### src/rtl/hangy_autoplayer.sv
// Self-play driver for the hangman game. Pulses next with a letter code
// and scans codes FIRST_CHAR..LAST_CHAR until the game reports win or lose.
module hangy_autoplayer #(
  parameter logic [4:0] FIRST_CHAR    = 5'd0,
  parameter logic [4:0] LAST_CHAR     = 5'd25,
  parameter int         SETTLE_CYCLES = 8
) (
  input  logic       clk,
  input  logic       reset,
  input  logic       start,
  input  logic [6:0] game_out,
  output logic [5:0] game_in,
  output logic       busy,
  output logic       done,
  output logic       won,
  output logic       lost,
  output logic       exhausted,
  output logic [4:0] guess_count,
  output logic [3:0] miss_count,
  output logic [4:0] last_char
);

  localparam int SW = (SETTLE_CYCLES > 1) ? $clog2(SETTLE_CYCLES) : 1;
  localparam logic [SW-1:0] SETTLE_LAST = SW'(SETTLE_CYCLES - 1);

  typedef enum logic [3:0] {
    S_IDLE       = 4'd0,
    S_CHECK_END  = 4'd1,
    S_CLEAR      = 4'd2,
    S_CLEAR_WAIT = 4'd3,
    S_KICK       = 4'd4,
    S_KICK_WAIT  = 4'd5,
    S_PRESENT    = 4'd6,
    S_SETTLE     = 4'd7,
    S_EVALUATE   = 4'd8,
    S_DONE       = 4'd9
  } state_t;

  // Current FSM state; kept as a named signal so checkers can bind to it.
  state_t        state;
  logic          next_q;
  logic [4:0]    char_q;
  logic [4:0]    cur_char;
  logic [4:0]    prev_letters;
  logic [1:0]    wait_cnt;
  logic [SW-1:0] settle_cnt;

  logic game_win;
  logic game_lose;
  logic letters_same;

  assign game_win     = game_out[5];
  assign game_lose    = game_out[6];
  assign letters_same = (game_out[4:0] == prev_letters);

  // Protocol: start is a level, taken only in IDLE/DONE. next is a one-cycle
  // pulse carrying char; the game's status is trusted only SETTLE_CYCLES after it.
  assign game_in = {next_q, char_q};

  always_ff @(posedge clk) begin
    if (reset) begin
      state        <= S_IDLE;
      next_q       <= 1'b0;
      char_q       <= 5'd0;
      cur_char     <= FIRST_CHAR;
      prev_letters <= 5'd0;
      wait_cnt     <= 2'd0;
      settle_cnt   <= '0;
      busy         <= 1'b0;
      done         <= 1'b0;
      won          <= 1'b0;
      lost         <= 1'b0;
      exhausted    <= 1'b0;
      guess_count  <= 5'd0;
      miss_count   <= 4'd0;
      last_char    <= FIRST_CHAR;
    end else begin
      next_q <= 1'b0;
      case (state)
        S_IDLE, S_DONE: begin
          if (start) begin
            state       <= S_CHECK_END;
            busy        <= 1'b1;
            done        <= 1'b0;
            won         <= 1'b0;
            lost        <= 1'b0;
            exhausted   <= 1'b0;
            guess_count <= 5'd0;
            miss_count  <= 4'd0;
            cur_char    <= FIRST_CHAR;
          end
        end

        S_CHECK_END: begin
          // A finished game must be bounced back to init before the kick.
          state    <= (game_win || game_lose) ? S_CLEAR : S_KICK;
          next_q   <= 1'b1;
          char_q   <= 5'd0;
          wait_cnt <= 2'd0;
        end

        S_CLEAR: begin
          state <= S_CLEAR_WAIT;
        end

        S_CLEAR_WAIT: begin
          if (wait_cnt == 2'd1) begin
            state    <= S_KICK;
            next_q   <= 1'b1;
            char_q   <= 5'd0;
            wait_cnt <= 2'd0;
          end else begin
            wait_cnt <= wait_cnt + 2'd1;
          end
        end

        S_KICK: begin
          state <= S_KICK_WAIT;
        end

        S_KICK_WAIT: begin
          if (wait_cnt == 2'd1) begin
            state    <= S_PRESENT;
            next_q   <= 1'b1;
            char_q   <= cur_char;
            wait_cnt <= 2'd0;
          end else begin
            wait_cnt <= wait_cnt + 2'd1;
          end
        end

        S_PRESENT: begin
          prev_letters <= game_out[4:0];
          last_char    <= cur_char;
          if (guess_count != 5'd31) guess_count <= guess_count + 5'd1;
          settle_cnt   <= '0;
          state        <= S_SETTLE;
        end

        S_SETTLE: begin
          if (settle_cnt == SETTLE_LAST) begin
            state <= S_EVALUATE;
          end else begin
            settle_cnt <= settle_cnt + 1'b1;
          end
        end

        S_EVALUATE: begin
          // A losing guess is still a miss; a winning one never is.
          if (!game_win && letters_same && miss_count != 4'd15)
            miss_count <= miss_count + 4'd1;
          if (game_win) begin
            won   <= 1'b1;
            state <= S_DONE;
            busy  <= 1'b0;
            done  <= 1'b1;
          end else if (game_lose) begin
            lost  <= 1'b1;
            state <= S_DONE;
            busy  <= 1'b0;
            done  <= 1'b1;
          end else if (cur_char == LAST_CHAR) begin
            exhausted <= 1'b1;
            state     <= S_DONE;
            busy      <= 1'b0;
            done      <= 1'b1;
          end else begin
            cur_char <= cur_char + 5'd1;
            char_q   <= cur_char + 5'd1;
            next_q   <= 1'b1;
            state    <= S_PRESENT;
          end
        end

        default: begin
          state <= S_IDLE;
          busy  <= 1'b0;
          done  <= 1'b0;
        end
      endcase
    end
  end

endmodule

### config.mk
export PLATFORM = sky130hd
export DESIGN_NAME = hangy_autoplayer
export DESIGN_NICKNAME = d
export VERILOG_FILES = /design/src/rtl/hangy_autoplayer.sv
export SDC_FILE = /design/constraint.sdc
export NUM_CORES = 1
export LEC_CHECK = 0
export CAP_MARGIN = 20
export CORE_MARGIN = 2
export CORE_UTILIZATION = 55
export CTS_CLUSTER_SIZE = 12
export DETAILED_ROUTE_END_ITERATION = 6
export GPL_TIMING_DRIVEN = 0
export PLACE_DENSITY = 0.81
export SYNTH_ARGS = -nofsm -noshare
export SYNTH_HDL_FRONTEND = slang
export SYNTH_SLANG_ARGS = --single-unit
### constraint.sdc
create_clock -name clk -period 3.5 [get_ports clk]
set_input_delay 0.525 -clock clk [delete_from_list [all_inputs] [get_ports clk]]
set_output_delay 0.525 -clock clk [all_outputs]
set_load 0.1 [all_outputs]
# ---- Yosys cells after proc, flatten, opt, wreduce, memory -nomap -nowiden
# Cells that the tools add are included.
dict set report word_totals {
  register_bits 44
  inputBits 10
  out_inout_bits 25
  elab_cells 122
}
dict set report classes {
  n_addsub 5
  eq_ne 29
  mux 49
  bitwise_logic 1
  reduce_logical 23
}
# cell n
set ops {}
lappend ops {{4-bit 2-to-1 mux} 9}
lappend ops {{4-bit one-hot mux with 9 select lines} 1}
lappend ops {{5-bit 2-to-1 mux} 7}
lappend ops {{2-bit != test, second input constant} 13}
lappend ops {{5-bit one-hot mux with 2 select lines} 2}
lappend ops {{5-bit one-hot mux with 4 select lines} 1}
lappend ops {{1-bit 2-to-1 mux} 17}
lappend ops {{4-bit by 3-bit equality test with 1-bit output, second input constant} 4}
lappend ops {{3-bit AND reduction} 4}
lappend ops {{5-bit by 1-bit adder with 5-bit output, second input constant} 2}
lappend ops {{5-bit AND reduction} 2}
lappend ops {{1-bit one-hot mux with 3 select lines} 3}
lappend ops {{4-bit by 2-bit equality test with 1-bit output, second input constant} 2}
lappend ops {{4-bit equality test, second input constant} 2}
lappend ops {{4-bit != test, second input constant} 2}
lappend ops {{4-bit one-hot mux with 2 select lines} 1}
lappend ops {{4-bit AND reduction} 2}
lappend ops {{2-bit nonzero test} 4}
lappend ops {{7-bit OR reduction} 1}
lappend ops {{3-bit 2-to-1 mux} 2}
lappend ops {{1-bit one-hot mux with 2 select lines} 3}
lappend ops {{3-bit one-hot mux with 2 select lines} 1}
lappend ops {{6-bit AND reduction} 1}
lappend ops {{5-bit equality test} 1}
lappend ops {{18 further kinds} 20}

# ---- Depth between registers and ports, before layout
# Gate-level depths: netlist of run 1.
dict set report logic_depth {
  ltp_word 5
  mapped_depth 8
  depth_no_buf 7
}

# ---- Worst setup path after synthesis of run 1
# Ideal clock, no wire load.
dict set report synth_timing {
  path_type {register to register}
  startpoint {register guess_count[0]}
  endpoint {register guess_count[3]}
  setup_time_ns 0.070
  arrival_time_ns 2.150
  required_ns 3.430
  path_slack_ns 1.280
  stages_incl_launch_ff 8
  n_path_buf 0
  synth_period_minus_slack_ns 2.220
  cell_sequence {dfxtp_1 ha_1 and3_1 ha_1 o2bb2ai_1 a21oi_2 o21ai_0 a21oi_1}
}
dict set report synth_via {
  elab_chain_cells 3
  elab_cells_between_ends 6
  cone_classes {1 x add/sub; 2 x eq/ne; 2 x mux; 1 x reduce/logical}
}
# element line_no
set synth_rtl {}
lappend synth_rtl {{start, declared} 18} ;# output logic [4:0] guess_count,
lappend synth_rtl {{start signal, assigned} 135} ;# if (guess_count != 5'd31) guess_count <= guess_count + 5'd1;
lappend synth_rtl {{5-bit by 1-bit adder with 5-bit output or 5-bit != test (tied branches)} 135}
lappend synth_rtl {{5-bit 2-to-1 mux or 2-bit != test (tied branches)} n/a}
lappend synth_rtl {{5-bit one-hot mux with 2 select lines or 3-bit AND reduction (tied branches)} n/a}
# Parallel ways exist; a longest one is shown, timed or not. The select of a mux whose other input is x is not followed.
# A chain may end at the register's enable or synchronous reset.

# ---- Worst setup path in the final report of run 1
dict set report layout_timing {
  startpoint {register miss_count[0]}
  endpoint {output miss_count[0]}
}
# element line_no
set layout_lines {}
lappend layout_lines {{start, declared} 19} ;# output logic [3:0] miss_count,
lappend layout_lines {{start signal, assigned} 151} ;# miss_count <= miss_count + 4'd1;
# No word-level cell between the ends.

==> results of run 1 <==
-- tightest hold or removal path, delay by kind of cell (launching register included) --
family	cells	cell delay, ps
flops	1	320
simple gates	1	50
compound gates	1	50
-- through the flow --
| stage | std cells | utilization [%] | setup slack, ps |
|---|---|---|---|
| finish | 379 | 70.27 | 1080 |
| global placement | 371 | 67.16 | 1219 |
| CTS | 379 | 70.27 | 1075 |
| global route | 379 | 70.27 | 998.1 |
| floorplan | 289 | - | 1280 |
| detailed placement | 371 | 67.16 | 1218 |
-- sequential cells by signal, summed over array words and instances (netlist names) --
| name | cells |
|---|---|
| last_char | 5 |
| lost | 1 |
| guess_count | 5 |
| exhausted | 1 |
| miss_count | 4 |
| char_q | 5 |
| cur_char | 5 |
| prev_letters | 5 |
| settle_cnt | 3 |
| state | 4 |
| next_q | 1 |
| won | 1 |
| busy | 1 |
| wait_cnt | 2 |
| done | 1 |
-- power breakdown --
| part | internal [mW] | switching (mW) |
|---|---|---|
| combinational | 0.310 | 0.704 |
| sequential | 0.564 | 0.0401 |
| clock | 0.252 | 0.179 |
-- final timing paths --
| path | start | end | slack [ps] | cells after the start |
|---|---|---|---|---|
| min | last_char[4] | last_char[4] | 460 | 2 |
| max reg2reg | cur_char[0] | cur_char[4] | 1560 | 6 |
| min reg2reg | last_char[4] | last_char[4] | 460 | 2 |
| max | miss_count[0] | miss_count[0] | 1080 | 1 |
-- cell usage in the layout, fill, tap and decap left out, types with 4 or more instances in the layout --
cell type,netlist,final
buf_4,4,4
clkdlybuf4s50_1,0,32
or3_1,8,8
nor2b_1,4,4
xor2_1,9,9
inv_1,10,10
clkbuf_1,8,8
nand2_1,41,41
nor2_1,27,27
nand3_1,8,8
ha_1,7,7
nand3b_1,4,4
nor3_1,7,7
o21ai_0,7,7
o21ai_1,5,5
dfxtp_1,44,44
clkbuf_8,0,7
a21oi_1,33,33
buf_2,6,6
-- metal layers --
metal,part of all wire (%),track usage (%)
met5,0,0
met4,1.6,9.368
met3,4.4,5.959
met2,50,43.48
met1,44,32.91
-- area by class of cell --
cell class | instances | area share (%)
clock inverters | 1 | 1.053
inverters | 10 | 1.316
flip-flops and latches | 44 | 30.89
multi-input cells | 216 | 46.38
plain buffers | 19 | 3.554
clock buffers | 7 | 3.379
well taps | 50 | 2.194
repair buffers | 32 | 11.23
-- cells by family after synthesis --
group | Yosys count | synth area share [%]
AO/OA/AOI/OAI | 75 | 20.46
buffers and inverters | 29 | 5.930
flip-flops | 44 | 37.61
multiplexers | 3 | 1.335
adder cells (fa/ha/maj) | 9 | 4.594
AND/OR/NAND/NOR | 120 | 26.71
XOR/XNOR | 9 | 3.366
==> results.py, run 1 <==
metrics = {
    "run_status": {
        "status": "finished clean",
    },
    "worst_setup_path": {
        "worst_path_dominant_cell_family": "buffers and inverters",
        "crit_fanout": 5,
        "cp_cell_sequence": "clkdlybuf4s50_1",
        "cp-start-kind": "flop",
        "worst-path-buf-inv": 1,
        "crit_slowest_cell": "clkdlybuf4s50_1",
        "cp.arrival_ps": 1890,
        "critPathRequiredTime_ps": 2970,
        "end_kind": "output pin",
        "critical-path-max-stage-delay_ps": 1180,
        "criticalPathCategory": "flop to output pin",
    },
    "clock_network": {
        "cts-root-buf": "clkbuf_8",
        "cts_tree": "yes",
        "clock_path_buffers": 2,
        "cts_sinks": 44,
        "postCtsResizedCells": 0,
        "postCtsHoldBufs": 0,
        "cts_max_level": 2,
        "numCtsBuffers": 5,
        "cts_setup_buffers": 0,
        "path_clk_slew_ps": 80,
        "clock_latency_ps": 300,
    },
    "logic_synthesis": {
        "synth_area_leaders": "dfxtp_1 (38%), a21oi_1 (7.1%), nand2_1 (6.6%)",
        "postSynthAreaPerCell_um2": 8.105,
        "synth_top_area_cell": "dfxtp_1",
        "synth_cell_types": 57,
        "synth-seq-cells": 44,
        "syn_area_um2": 2342,
        "synth.top_cell.area_share_pct": 37.61,
        "yosysMostFrequentCell": "dfxtp_1",
        "synthArstFlopShare_pct": 0,
        "synth-seq-area-share_pct": 37.61,
        "yosys_warnings": 0,
        "synthesis.nets": 306,
        "synth-edff-count": 0,
        "ys_dominant_reg_cell": "dfxtp_1",
        "yosys-top-cells-count": "dfxtp_1 (44), nand2_1 (41), a21oi_1 (33)",
        "synth_cells": 289,
    },
    "grt": {
        "grt_pass1_wl_um": 10050,
        "grt_max_degree": 14,
        "first_global_vias": 2099,
        "antenna_found_initial": 0,
        "overflow": 0,
        "grtUsageTotal_pct": 26.05,
    },
    "final_layout": {
        "area_delta_synth_final_pct": 21.74,
        "regArea_um2": 880.8,
        "multi_input_area_um2": 1323,
        "drive_gt1_share_pct": 8.511,
        "fin_area_um2": 2851,
        "finalNetCount": 345,
        "n_antenna_cell": 0,
        "nFillCells": 346,
    },
    "worst_hold_path": {
        "worstHoldPathType": "flop to flop",
    },
    "detailed_routing": {
        "viasPerCell": 5.863,
        "drtAntennaViolNets": 0,
        "drc_errors": 0,
        "num_vias": 2222,
        "routed_wl_um": 6041,
        "avgRoutedWirePerCell_um": 15.94,
        "drtIter0Drc": 288,
        "detail_route.first_pass.iterations": 4,
    },
    "sta": {
        "layout_min_cycle_time_ps": 2420,
        "fmax_ghz": 0.4133,
        "max_slew_margin_pct": 33.92,
        "fin_crit_sh_pct": 69.14,
        "rsz0062_at_grt": "no",
        "holdWs_ps": 461.2,
        "finalMaxSlewViolations": 0,
        "finalHoldViolCount": 0,
        "finalSetupViolations": 0,
        "worst_pin_slew_ps": 988.1,
        "setup-tns-final_ps": 0,
        "skew_ps": 6.547,
    },
    "die": {
        "core-area_um2": 4058,
        "dieArea_um2": 4797,
        "die_w_um": 69.26,
        "io_pins": 35,
        "start_util_pct": 57.72,
        "rows": 23,
        "die_h_um": 69.26,
    },
    "power_and_ir_drop": {
        "power.total_mw": 2.049,
        "p_leak_nw": 1.056,
        "ir_worst_vdd_mv": 0.6777,
        "power.density_nw_per_um2": 718.5,
    },
    "place": {
        "dpl.hpwl_um": 4270,
        "post_dp_cell_area_um2": 2725,
        "io_buffer_count": 32,
        "gp_congestion": 0.9370,
    },
    "run": {
        "drv_cap": 0,
    },
}
No activity file was read; power rests on OpenSTA's default activity.
==> run 2: changes to the inputs <==
--- a/config.mk
+++ b/config.mk
@@ -7,11 +7,11 @@
 export LEC_CHECK = 0
 export CAP_MARGIN = 20
 export CORE_MARGIN = 2
-export CORE_UTILIZATION = 55
+export CORE_UTILIZATION = 49
 export CTS_CLUSTER_SIZE = 12
 export DETAILED_ROUTE_END_ITERATION = 6
 export GPL_TIMING_DRIVEN = 0
-export PLACE_DENSITY = 0.81
+export PLACE_DENSITY = 0.76
 export SYNTH_ARGS = -nofsm -noshare
 export SYNTH_HDL_FRONTEND = slang
 export SYNTH_SLANG_ARGS = --single-unit
==> constraint.sdc (replaced) <==
create_clock -name clk -period 2 [get_ports clk]
set_input_delay 0.3 -clock clk [delete_from_list [all_inputs] [get_ports clk]]
set_output_delay 0.3 -clock clk [all_outputs]
set_load 0.1 [all_outputs]
==> run 2 against run 1 <==
Power up 69%. Worst hold slack got worse by 37 ps. Highest routed layer unchanged. Utilization is 9.9 points lower. Sequential cell count unchanged. Die area increased by 12%. Critical path type unchanged. Setup slack got worse by 960 ps. Cell count increased by 1.1%. Via count shrank 0.90%. Critical path depth did not move. Clock power increased by 59%.
==> results.py, run 2 (synthesized netlist as in run 1, its figures left out) <==
metrics = {
    "run_status": {
        "status": "finished clean",
    },
    "place": {
        "pre_cts_ws_ps": -99.10,
        "io_buffer_count": 32,
        "post_dp_cell_area_um2": 2738,
        "dpl.hpwl_um": 4283,
        "gp_congestion": 0.9243,
    },
    "grt": {
        "antenna_found_initial": 0,
        "met2_usage_pct": 38.64,
        "grt_use_met3_pct": 4.420,
        "grtUsageTotal_pct": 24.50,
        "grt_max_degree": 14,
        "first_global_vias": 2138,
        "grt_most_used_layer": "met2",
        "grt_pass1_wl_um": 10100,
        "overflow": 0,
        "use_met1_pct": 32.22,
    },
    "clock_network": {
        "clock_path_buffers": 2,
        "cts_tree": "yes",
        "path_clk_slew_ps": 90,
        "postCtsHoldBufs": 0,
        "clock_latency_ps": 300,
        "numCtsBuffers": 5,
        "cts_sinks": 44,
        "cts_max_level": 2,
        "cts-root-buf": "clkbuf_8",
    },
    "final_layout": {
        "layout_common_cells": "nand2_1 (41), dfxtp_1 (38), a21oi_1 (33)",
        "n_antenna_cell": 0,
        "finalNetCount": 345,
        "layout_commonest_cell": "nand2_1",
        "area_delta_synth_final_pct": 20.14,
        "drive_gt1_share_pct": 10.03,
        "fin_area_um2": 2814,
    },
    "die": {
        "io_pins": 35,
        "die_h_um": 73.14,
        "start_util_pct": 50.26,
        "core-area_um2": 4661,
        "dieArea_um2": 5349,
        "die_w_um": 73.14,
        "rows": 25,
    },
    "worst_setup_path": {
        "worstRegToRegCells": 6,
        "critical-path-max-stage-delay_ps": 880,
        "end_kind": "output pin",
        "cp-start-kind": "flop",
        "cp.arrival_ps": 1580,
        "cp_cell_sequence": "dlygate4sd2_1",
        "crit_slowest_cell": "dlygate4sd2_1",
        "cp.depth": 1,
        "criticalPathCategory": "flop to output pin",
        "worst_path_dominant_cell_family": "buffers and inverters",
        "crit_fanout": 5,
        "critPathRequiredTime_ps": 1700,
        "worst-path-buf-inv": 1,
    },
    "detailed_routing": {
        "drtAntennaViolNets": 0,
        "num_vias": 2202,
        "drtIter0Drc": 150,
        "drc_errors": 0,
        "avgRoutedWirePerCell_um": 15.47,
        "routed_wl_um": 5926,
        "detail_route.first_pass.iterations": 5,
        "viasPerCell": 5.749,
    },
    "power_and_ir_drop": {
        "power.density_nw_per_um2": 1231,
        "power.total_mw": 3.463,
        "p_leak_nw": 1.163,
        "ir_worst_vdd_mv": 1.122,
    },
    "sta": {
        "fmax_ghz": 0.5307,
        "finalMaxSlewViolations": 0,
        "fin_crit_sh_pct": 94.22,
        "skew_ps": 7.887,
        "worst_pin_slew_ps": 974.6,
        "setup-tns-final_ps": 0,
        "fin_ws_ps": 115.7,
        "layout_min_cycle_time_ps": 1884,
        "finalHoldViolCount": 0,
        "finalSetupViolations": 0,
        "max_slew_margin_pct": 35.29,
        "rsz0062_at_grt": "yes",
    },
    "worst_hold_path": {
        "worstHoldPathCells": 2,
        "worstHoldPathType": "input pin to flop",
    },
    "run": {
        "drv_cap": 0,
    },
}
[run 2: cell count changes in the layout (fill, tap and decap cells not counted), sizes merged]
cell / before / now
clkdlybuf4s50: 32 / 7
dlygate4sd2: 0 / 25
clkbuf: 15 / 14
clkinv: 0 / 1
[run 2: per-layer routing]
metal  part of all wire [%]  wire [um]  vias up
li1                       -          -     1101
met1                     44       2620     1026
met2                     48       2860       67
met3                    5.9        352        8
met4                    1.6         92        0
met5                      0          0        -
[run 2: worst register-to-register path: cells and delay by family (launching register included)]
kind            cells  cell delay [ps]
compound gates      1              390
simple gates        3              450
flops               1              470
mux                 1              240
fa+ha+maj           1              190
[run 2: power by group]
part	internal, mW	total [mW]	switching (mW)
Clock	0.371	0.685	0.314
Sequential	0.989	1.06	0.0663
Combinational	0.490	1.72	1.23
Total	1.85	3.46	1.61
[run 2: final timing paths]
path	startpoint	end	slack (ps)
setup reg to reg	cur_char[0]	cur_char[4]	120
hold / removal	reset	cur_char[2]	420
setup / recovery	miss_count[2]	miss_count[2]	120
hold reg to reg	last_char[0]	last_char[0]	460
[run 2: per-stage QoR]
step           hold slack [ps]  cells  utilization (%)
2_1_floorplan            436.0    289                -
3_3_place_gp             446.5    375            58.74
3_5_place_dp             452.8    375            58.74
4_1_cts                  416.6    383            60.38
5_1_grt                  449.0    383            60.38
6_report                 424.0    383            60.38
[run 2: area by class of cell]
cell class / instances / area (um2)
Fill cell: 446 / 1847
Timing Repair Buffer: 32 / 289.0
Multi-Input combinational cell: 216 / 1323
Clock inverter: 2 / 35.03
Clock buffer: 6 / 72.57
Sequential cell: 44 / 888.4
Inverter: 10 / 37.54
Tap cell: 54 / 67.56
Buffer: 19 / 101.3
[run 2: repair_timing]
action | 4_1_cts | 5_1_grt
hold endpoints to repair | 0 | 0
resized for setup | 25 | 0
gates cloned | 0 | 0
setup buffers | 0 | 0
endpoints found under the setup margin | 25 | 1
pin swaps | 0 | 0
